File: src/rtl/maxpool_window_buffer_if.sv
// Stream bundle for the max-pool window buffer: pixel input channel and KxK window output channel.
// Handshake: a beat transfers on the rising edge where valid && ready; valid never waits on ready.
interface maxpool_window_buffer_if #(
    parameter int WIDTH = 16,
    parameter int K     = 2
);
    logic                   in_valid;
    logic                   in_ready;
    logic [WIDTH-1:0]       in_data;
    logic                   out_valid;
    logic                   out_ready;
    logic [WIDTH*K*K-1:0]   out_window_flat;

    modport master (
        output in_valid,
        output in_data,
        output out_ready,
        input  in_ready,
        input  out_valid,
        input  out_window_flat
    );

    modport slave (
        input  in_valid,
        input  in_data,
        input  out_ready,
        output in_ready,
        output out_valid,
        output out_window_flat
    );
endinterface

File: src/rtl/maxpool_window_buffer.sv
// Raster-order pixel stream to stride-K, non-overlapping KxK windows for a max-pool stage.
// Optional macro MAXPOOL_WINDOW_LAST_EN adds out_last, flagging the final window of each frame.
module maxpool_window_buffer #(
    parameter int K     = 2,
    parameter int WIDTH = 16,
    parameter int IMG_W = 8,
    parameter int IMG_H = 8
) (
    input  logic                    clk,
    input  logic                    rst,
    maxpool_window_buffer_if.slave  bus
`ifdef MAXPOOL_WINDOW_LAST_EN
    ,
    output logic                    out_last
`endif
);
    localparam int CW = (IMG_W > 1) ? $clog2(IMG_W) : 1;
    localparam int RW = (IMG_H > 1) ? $clog2(IMG_H) : 1;
    localparam int KW = $clog2(K);

    localparam logic [CW-1:0] MAX_COL = CW'(IMG_W - 1);
    localparam logic [RW-1:0] MAX_ROW = RW'(IMG_H - 1);
    localparam logic [KW-1:0] K_TOP   = KW'(K - 1);

    logic [CW-1:0]          col;
    logic [RW-1:0]          row;
    logic [KW-1:0]          kc;
    logic [KW-1:0]          kr;
    logic [WIDTH-1:0]       line_mem [K][IMG_W];
    logic                   xfer;
    logic                   win_done;
    logic [CW-1:0]          col_base;
    logic [WIDTH*K*K-1:0]   win_next;

    assign bus.in_ready = !bus.out_valid || bus.out_ready;
    assign xfer         = bus.in_valid && bus.in_ready;
    // Trailing columns/rows restart kc/kr at 0 and hold fewer than K pixels, so they never reach K_TOP.
    assign win_done     = xfer && (kr == K_TOP) && (kc == K_TOP);
    assign col_base     = col - CW'(K - 1);

`ifdef MAXPOOL_WINDOW_LAST_EN
    localparam logic [CW-1:0] LAST_COL = CW'((IMG_W / K) * K - 1);
    localparam logic [RW-1:0] LAST_ROW = RW'((IMG_H / K) * K - 1);
    logic win_last;
    assign win_last = (row == LAST_ROW) && (col == LAST_COL);
`endif

    // Slot r of line_mem holds window row r; the completing pixel bypasses storage.
    for (genvar gr = 0; gr < K; gr++) begin : g_row
        for (genvar gc = 0; gc < K; gc++) begin : g_col
            if (gr == K - 1 && gc == K - 1) begin : g_new
                assign win_next[WIDTH*(gr*K+gc) +: WIDTH] = bus.in_data;
            end else begin : g_mem
                assign win_next[WIDTH*(gr*K+gc) +: WIDTH] = line_mem[gr][col_base + CW'(gc)];
            end
        end
    end

    always_ff @(posedge clk) begin
        if (xfer) begin
            line_mem[kr][col] <= bus.in_data;
        end
    end

    always_ff @(posedge clk) begin
        if (rst) begin
            col                 <= '0;
            row                 <= '0;
            kc                  <= '0;
            kr                  <= '0;
            bus.out_valid       <= 1'b0;
            bus.out_window_flat <= '0;
`ifdef MAXPOOL_WINDOW_LAST_EN
            out_last            <= 1'b0;
`endif
        end else begin
            if (xfer) begin
                if (col == MAX_COL) begin
                    col <= '0;
                    kc  <= '0;
                    if (row == MAX_ROW) begin
                        row <= '0;
                        kr  <= '0;
                    end else begin
                        row <= row + RW'(1);
                        kr  <= (kr == K_TOP) ? '0 : kr + KW'(1);
                    end
                end else begin
                    col <= col + CW'(1);
                    kc  <= (kc == K_TOP) ? '0 : kc + KW'(1);
                end
            end
            if (win_done) begin
                bus.out_valid       <= 1'b1;
                bus.out_window_flat <= win_next;
`ifdef MAXPOOL_WINDOW_LAST_EN
                out_last            <= win_last;
`endif
            end else if (bus.out_ready) begin
                bus.out_valid <= 1'b0;
            end
        end
    end
endmodule
File: src/flat_wrapper.sv
// flat-port wrapper written by rule: the top's interface ports become plain ports
module maxpool_window_buffer_flat 
#(
    parameter int K     = 2,
    parameter int WIDTH = 16,
    parameter int IMG_W = 8,
    parameter int IMG_H = 8
)
  (clk, rst, bus_in_valid, bus_in_data, bus_out_ready, bus_in_ready, bus_out_valid, bus_out_window_flat);
  maxpool_window_buffer_if #(.WIDTH(WIDTH), .K(K)) bus_i ();
  input  logic clk;
  input  logic rst;
  input wire logic [$bits(bus_i.in_valid)-1:0] bus_in_valid;
  input wire logic [$bits(bus_i.in_data)-1:0] bus_in_data;
  input wire logic [$bits(bus_i.out_ready)-1:0] bus_out_ready;
  output wire logic [$bits(bus_i.in_ready)-1:0] bus_in_ready;
  output wire logic [$bits(bus_i.out_valid)-1:0] bus_out_valid;
  output wire logic [$bits(bus_i.out_window_flat)-1:0] bus_out_window_flat;
  assign bus_i.in_valid = bus_in_valid;
  assign bus_i.in_data = bus_in_data;
  assign bus_i.out_ready = bus_out_ready;
  assign bus_in_ready = bus_i.in_ready;
  assign bus_out_valid = bus_i.out_valid;
  assign bus_out_window_flat = bus_i.out_window_flat;
  maxpool_window_buffer #(.K(K), .WIDTH(WIDTH), .IMG_W(IMG_W), .IMG_H(IMG_H)) u_core (.clk(clk), .rst(rst), .bus(bus_i));
endmodule
File: config.mk
export PLATFORM = sky130hd
export DESIGN_NAME = maxpool_window_buffer_flat
export DESIGN_NICKNAME = d
export VERILOG_FILES = /design/src/rtl/maxpool_window_buffer_if.sv /design/src/rtl/maxpool_window_buffer.sv /design/src/flat_wrapper.sv
export SDC_FILE = /design/constraint.sdc
export NUM_CORES = 1
export LEC_CHECK = 0
export BUFFER_PORTS_ARGS = -buffer_cell sky130_fd_sc_hd__buf_2
export CAP_MARGIN = 20
export CORE_UTILIZATION = 40
export DETAILED_ROUTE_END_ITERATION = 16
export GPL_ROUTABILITY_DRIVEN = 0
export GPL_TIMING_DRIVEN = 0
export SLEW_MARGIN = 20
export SYNTH_ARGS = -nofsm -noshare
export SYNTH_HDL_FRONTEND = slang
export SYNTH_SLANG_ARGS = --single-unit
File: constraint.sdc
create_clock -name clk -period 4.2 [get_ports clk]
set_clock_uncertainty 0.1 [all_clocks]
set_input_delay 0.42 -clock clk [delete_from_list [all_inputs] [get_ports clk]]
set_output_delay 0.42 -clock clk [all_outputs]
set_load 0.01 [all_outputs]
==> impl_results.md, run 1 <==
* Status: finished clean
* DP Worst Slack at 0.7162 ns
* First drt pass iteration count at 7
* Post-Synthesis Net Count at 809
* Multi-input logic area at 3867 µm²
* Top-Level Pins at 86
* Final hold slack at 0.1500 ns
* Die height at 183.9 µm
* Post-DP HPWL at 22,810 µm
* Distinct cells, synth at 34
* CTS tree: done
* H-tree levels at 2
* Achievable Freq at 285.6 MHz
* Vias/cell at 5.468
* Max FO, Critical Path at 10
* Initial antenna violation count at 0
* Hold worst-path end: u_core.col[1]
* First-pass GRT wire length at 49,820 µm
* Post-layout minimum cycle time at 3.501 ns
* Worst Setup End Kind: flip-flop
* Hold path cells at 3
* VDD IR max at 0.0002314 V
* Die area at 33,830 µm²
* # fillers at 2,828
* # Post-CTS Setup Buffers at 0
* Final Max Slew Viols at 0
* Setup ws final at 0.6991 ns
* Crit path from: u_core.col[0]
* Fin cells at 1,390
* Cell Area, Synth at 13,240 µm²
* DR iter-0 viols at 622
* Worst path max stage delay at 0.58 ns
* Register area share after synthesis at 69.11%
* Placed cell count at 1,328
* Post-synthesis register bit count at 329
* Num rows at 66
* Synth warn at 0
* Routed len/inst at 24.47 µm
* Gate Count Post-Synth at 784
* RR Endpoint: u_core.bus.out_window_flat[11]
* Clock-pin slew on the worst setup and hold paths at 0.06 ns
* Gr usage total at 20.57%
* RSZ-0062 raised after global routing: no
* Number of diodes at 0
* Worst r2r src: u_core.col[0]
* Post-CTS sizing at 0
* Fin nets at 948
* Worst-skew pair later-pin latency at 0.51 ns
* Final period util at 83.35%
* WL final at 34,010 µm
* Post-route ant nets at 0
* Crit path DAT at 3.80 ns
* Core Area at 32,540 µm²
* Die width at 183.9 µm
* Final Hold Viols at 0
* Post-route DRC violation count at 0
* Number of global-route vias before repair at 7,636
* Largest net degree at the start of global routing at 18
* PwrDens at 449.6 nW/µm²
* Critical path required time at 4.50 ns
* Clock Path Buffers at 3
* Launch point of the worst hold path: bus_in_valid
* R2r setup slk at 0.70 ns
* Starting Density at 40.69%
* Clk sink count at 329
* Leakage at 5.451 nW
* Crit-path leading delay family: buffers and inverters
* Critical path class: reg -> reg
* Crit path max-delay cell type: clkbuf_1
* Post-Syn Area per Cell at 16.88 µm²
* Buffers & Inverters on Critical Path at 5
* Layout cells sized above 1 at 28.16%
* CP Cell Sequence: buf_2 > inv_1 > ha_1 > buf_4 > buf_1 > nor2_1 > clkbuf_1 > a22oi_1 > a32o_1
* Final setup fails at 0
* Startpoint types: flip-flop
* CTS hold repair buffers at 0
* Max_slew headroom at 34.67%
* Area Overhead vs Synth at 17.26%
* FF-to-FF path depth at 9
* Worst Hold Class: in -> reg
* CTS Buf Count at 35
* Port bufs at 84
* FF/Latch Area at 9149 µm²
* Grt ovf at 0
* Worst slew pin tran at 0.9800 ns
* Setup TNS Final at 0 ns
* Max-Cap Viols at 0
* Root Driver: clkbuf_16
* Vias at 7,601
-- per-stage QoR --
stage / cell area [µm²] / utilization (%) / power [W]
final: 15520 / 47.71 / 0.006979
after global routing: 15520 / 47.71 / 0.007207
after CTS: 15520 / 47.71 / 0.007033
after detailed placement: 14460 / 44.45 / 0.004200
after global placement: 14210 / 43.68 / 0.004190
after floorplan: 13240 / - / 0.003994
-- synthesized netlist by cell type --
| library cell | count | share of area (%) |
|---|---|---|
| and2_1 | 1 | 0.047 |
| nor2b_1 | 2 | 0.095 |
| mux4_2 | 67 | 11 |
| buf_1 | 8 | 0.23 |
| a21oi_1 | 34 | 1.3 |
| ha_1 | 5 | 0.47 |
| xor2_2 | 1 | 0.12 |
| nand4_1 | 2 | 0.095 |
| nand2_1 | 54 | 1.5 |
| a211oi_1 | 22 | 1.2 |
| a22o_1 | 2 | 0.13 |
| mux2i_1 | 93 | 7.0 |
| nor3_1 | 5 | 0.19 |
| inv_1 | 4 | 0.11 |
| o21ai_1 | 3 | 0.11 |
| buf_6 | 3 | 0.26 |
| buf_4 | 7 | 0.40 |
| o31ai_1 | 1 | 0.057 |
| a221o_1 | 3 | 0.23 |
| clkbuf_1 | 23 | 0.65 |
| or3_1 | 5 | 0.24 |
| or4_1 | 1 | 0.057 |
| nor3_2 | 1 | 0.076 |
| dfxtp_1 | 73 | 11 |
| a22oi_1 | 12 | 0.68 |
| a211oi_2 | 10 | 0.95 |
| clkbuf_2 | 1 | 0.038 |
| nand2b_1 | 1 | 0.047 |
| clkinv_1 | 1 | 0.028 |
| edfxtp_1 | 256 | 58 |
| nand3_1 | 7 | 0.26 |
| nor2_1 | 53 | 1.5 |
| buf_2 | 11 | 0.42 |
| a32o_1 | 12 | 0.91 |
-- state kept, by name, indices dropped and copies added, names as in the netlist --
signal,flops
u_core.kr,1
u_core.bus.out_valid,1
u_core.col,3
u_core.row,3
u_core.bus.out_window_flat,64
u_core.line_mem,256
u_core.kc,1
-- cells in the final DEF, fill, tap and decap left out, types with 4 or more instances in the layout --
master / instances
a211oi_1: 22
a211oi_2: 10
a21oi_1: 34
a22oi_1: 12
a32o_1: 12
buf_1: 8
buf_2: 95
buf_4: 11
buf_6: 16
clkbuf_1: 28
clkbuf_16: 37
clkinv_1: 10
clkinv_2: 6
dfxtp_1: 73
edfxtp_1: 256
ha_1: 5
inv_1: 4
mux2i_1: 93
mux4_2: 67
nand2_1: 54
nand3_1: 7
nor2_1: 41
nor2_2: 10
nor3_2: 5
or3_1: 5
-- logic make-up after synthesis --
kind of cell,after synthesis,synth area share [%]
buf+inv,58,2.127
simple gates,132,4.140
compound gates,99,5.596
xor+xnor,1,0.1229
fa+ha+maj,5,0.4726
flops,329,69.11
mux,160,18.43
-- where the power goes --
part           total, W  leakage (nW)  switching [W]  internal, W
logic          0.000581          2.03       0.000344     0.000236
registers       0.00354          2.90      0.0000119      0.00353
clock network   0.00286         0.518        0.00122      0.00164
total           0.00698          5.45        0.00157      0.00541
-- how the worst max path moves through the flow --
stage	to	slack, ns	depth (start not counted)
floorplan	u_core.line_mem[0][112]	1.28	5
global placement	u_core.line_mem[0][119]	-0.51	5
detailed placement	u_core.bus.out_window_flat[11]	0.72	9
CTS	u_core.bus.out_window_flat[11]	0.71	9
global route	u_core.bus.out_window_flat[11]	0.53	9
finish	u_core.bus.out_window_flat[11]	0.70	9
-- cell type report --
cell class                      count  share of cell area (%)
Buffer                             53                   1.693
Clock buffer                       44                   6.263
Clock inverter                     18                  0.5642
Inverter                            5                  0.1209
Multi-Input combinational cell    397                   24.92
Sequential cell                   329                   58.94
Tap cell                          442                   3.563
Timing Repair Buffer              102                   3.942
-- worst reg2reg max path, delay by kind of cell (launching register included) --
family | cells | cell delay (ns)
simple gates | 1 | 0.50
fa+ha+maj | 1 | 0.32
compound gates | 2 | 0.50
buf+inv | 5 | 1.63
flops | 1 | 0.35
-- per-layer routing --
metal / vias up / GRT usage (%) / part of all wire, %
met5: - / 0 / 0
met4: 0 / 4.867 / 1.3
met3: 39 / 3.467 / 5.4
met2: 261 / 34.86 / 50
met1: 3919 / 27.59 / 43
li1: 3382 / - / -
Power figures use the tool's default switching activity.
==> run 2: changes to the inputs <==
--- a/config.mk
+++ b/config.mk
@@ -5,6 +5,7 @@
 export SDC_FILE = /design/constraint.sdc
 export NUM_CORES = 1
 export LEC_CHECK = 0
+export ABC_AREA = 1
 export BUFFER_PORTS_ARGS = -buffer_cell sky130_fd_sc_hd__buf_2
 export CAP_MARGIN = 20
 export CORE_UTILIZATION = 40
==> constraint.sdc (replaced) <==
create_clock -name clk -period 3.2 [get_ports clk]
set_clock_uncertainty 0.1 [all_clocks]
set_input_delay 0.32 -clock clk [delete_from_list [all_inputs] [get_ports clk]]
set_output_delay 0.32 -clock clk [all_outputs]
set_load 0.01 [all_outputs]
==> run 2 against run 1 <==
  * Critical path depth up 3
  * Register-to-register slack got worse by 0.33 ns
  * Critical path type unchanged
  * Sequential cell count is the same
  * Combinational power grew 130%
  * The flow now finishes with violations (DRC)
  * Fmax up 24%
  * Largest power group unchanged
  * Wire length grew 31%
==> impl_results.md, run 2 <==
* Placed Area at 15,810 µm²
* Post-synth EDFFs at 256
* Register area share after synthesis at 62.90%
* Crit path DAT at 3.14 ns
* # fillers at 3,329
* Post-route DRC violation count at 4
* Most frequent cells in the layout: nand2_1, edfxtp_1, inv_1, buf_2, nor2_1
* Startpoint types: flip-flop
* Critical path required time at 3.51 ns
* Initial antenna violation count at 1
* Die height at 192.7 µm
* Clk sink count at 329
* Top reg by flops: u_core.line_mem
* CTS tree: done
* Routed len/inst at 20.80 µm
* Regs by FF count: u_core.line_mem x256, u_core.bus.out_window_flat x64
* Clock-pin slew on the worst setup and hold paths at 0.06 ns
* FF/Latch Area at 9149 µm²
* Post-layout minimum cycle time at 2.831 ns
* Post-synth top area cell: edfxtp_1
* Layout cells sized above 1 at 15.39%
* Crit-path leading delay family: buffers and inverters
* Starting Density at 40.79%
* CP Cell Sequence: buf_6 > inv_2 > buf_2 > ha_1 > buf_2 > buf_2 > buf_2 > nor2_1 > o21ai_0 > nand2_1 > nand2_1 > a21oi_1
* First drt pass iteration count at 11
* CTS Buf Count at 36
* Failing checks: DRC
* Post-route ant nets at 0
* Vias/cell at 5.230
* Buffers & Inverters on Critical Path at 6
* Synth warn at 0
* Post-Syn Area per Cell at 9.651 µm²
* Die width at 192.7 µm
* Largest net degree at the start of global routing at 18
* Max-Cap Viols at 0
* Final Max Slew Viols at 0
* Root Driver: clkbuf_16
* Status: complete, but fails checks
* Top-Level Pins at 86
* VDD IR max at 0.0002907 V
* Total Power at 0.009925 W
* Gr usage total at 24.33%
* Critical path class: reg -> reg
* Max FO, Critical Path at 10
* Worst-skew pair later-pin latency at 0.52 ns
* CP dominant cell by count: buf_2
* Final Hold Viols at 0
* Final setup fails at 0
* Top post-synthesis cells by area: edfxtp_1, nand2_1, dfxtp_1
* Top-count cell post-synth: nand2_1
* Core Area at 35,660 µm²
* Die area at 37,130 µm²
* # Post-CTS Setup Buffers at 0
* Worst slew pin tran at 0.8615 ns
* Number of diodes at 0
* Cell Area, Synth at 14,540 µm²
* Main synth FF type: edfxtp_1
* Yosys top cell area share at 52.86%
* Area Overhead vs Synth at 16.29%
* Gate Count Post-Synth at 1,507
* Synth async-reset ratio at 0%
* Fin nets at 1,676
* Post-layout util at 47.44%
* Post-synthesis register bit count at 329
* Port bufs at 84
* Number of global-route vias before repair at 10,407
* DR iter-0 viols at 1,293
* Distinct cells, synth at 25
* Most common cell after layout, fill and taps aside: nand2_1
* Worst path max stage delay at 0.37 ns
* Worst Hold Class: in -> reg
* Achievable Freq at 353.2 MHz
* Num rows at 69
* WL final at 44,440 µm
* Multi-input logic area at 4170 µm²
* Max_slew headroom at 42.50%
* Post-Synthesis Net Count at 1,532
* Fin area at 16,910 µm²
* Grt ovf at 0
* Max reg flops at 256
* First-pass GRT wire length at 65,160 µm
* Crit path max-delay cell type: buf_2
* H-tree levels at 2
* Final period util at 88.47%
* PwrDens at 586.8 nW/µm²
* Clock Path Buffers at 3
* Worst Setup End Kind: flip-flop
* Post-DP HPWL at 30,700 µm
* RSZ-0062 raised after global routing: no
* Leakage at 7.208 nW
* Vias at 11,177
* Post-synth top cells: nand2_1, edfxtp_1, inv_1
[run 2: logic make-up (layout without fill, tap and decap cells)]
kind of cell	count (synthesis)	after routing	synth area share (%)
buf+inv	298	467	8.835
xor+xnor	1	1	0.1119
simple gates	570	570	15.30
flops	329	329	62.90
compound gates	304	304	12.42
fa+ha+maj	5	5	0.4301
[run 2: per-layer routing]
| layer | part of all wire (%) | global-route usage [%] |
|---|---|---|
| met5 | 0 | 0 |
| met2 | 46 | 38.60 |
| met1 | 43 | 34.03 |
| met3 | 8.4 | 3.564 |
| met4 | 2.7 | 8.116 |
[run 2: report_power, final]
group / switching, W / total (W) / internal [W]
clock: 0.00164 / 0.00390 / 0.00226
combinational: 0.000992 / 0.00135 / 0.000361
sequential: 0.0000197 / 0.00468 / 0.00466
[run 2: cell type report]
| cell class | instances | share of cell area [%] |
|---|---|---|
| Buffer | 92 | 3.026 |
| Clock buffer | 53 | 6.184 |
| Clock inverter | 10 | 0.2959 |
| Inverter | 206 | 4.572 |
| Multi-Input combinational cell | 880 | 24.66 |
| Sequential cell | 329 | 54.09 |
| Tap cell | 461 | 3.410 |
| Timing Repair Buffer | 106 | 3.765 |
[run 2: per-stage QoR]
step           cells  TNS, ns  hold slack [ns]  worst slack, ns
3_3_place_gp    2052   -70.50           0.3546          -0.6410
4_1_cts         2137        0          0.06863           0.4711
5_1_grt         2137        0          0.08231           0.2612
6_report        2137        0          0.07381           0.3689
3_5_place_dp    2073        0           0.3539           0.4951
2_1_floorplan   1507        0           0.3189           0.5360
[run 2: repair_timing]
item / CTS / global route
resized for setup: 0 / 0
endpoints found under the hold margin: 1 / 0
hold buffers: 1 / 0
[run 2: final timing paths]
kind	startpoint	to	slack (ns)	cells after the start
max	u_core.col[0]	u_core.bus.out_window_flat[29]	0.37	12
min	rst	u_core.bus.out_window_flat[20]	0.07	2
max reg2reg	u_core.col[0]	u_core.bus.out_window_flat[29]	0.37	12
min reg2reg	u_core.bus.out_window_flat[20]	u_core.bus.out_window_flat[20]	0.36	2
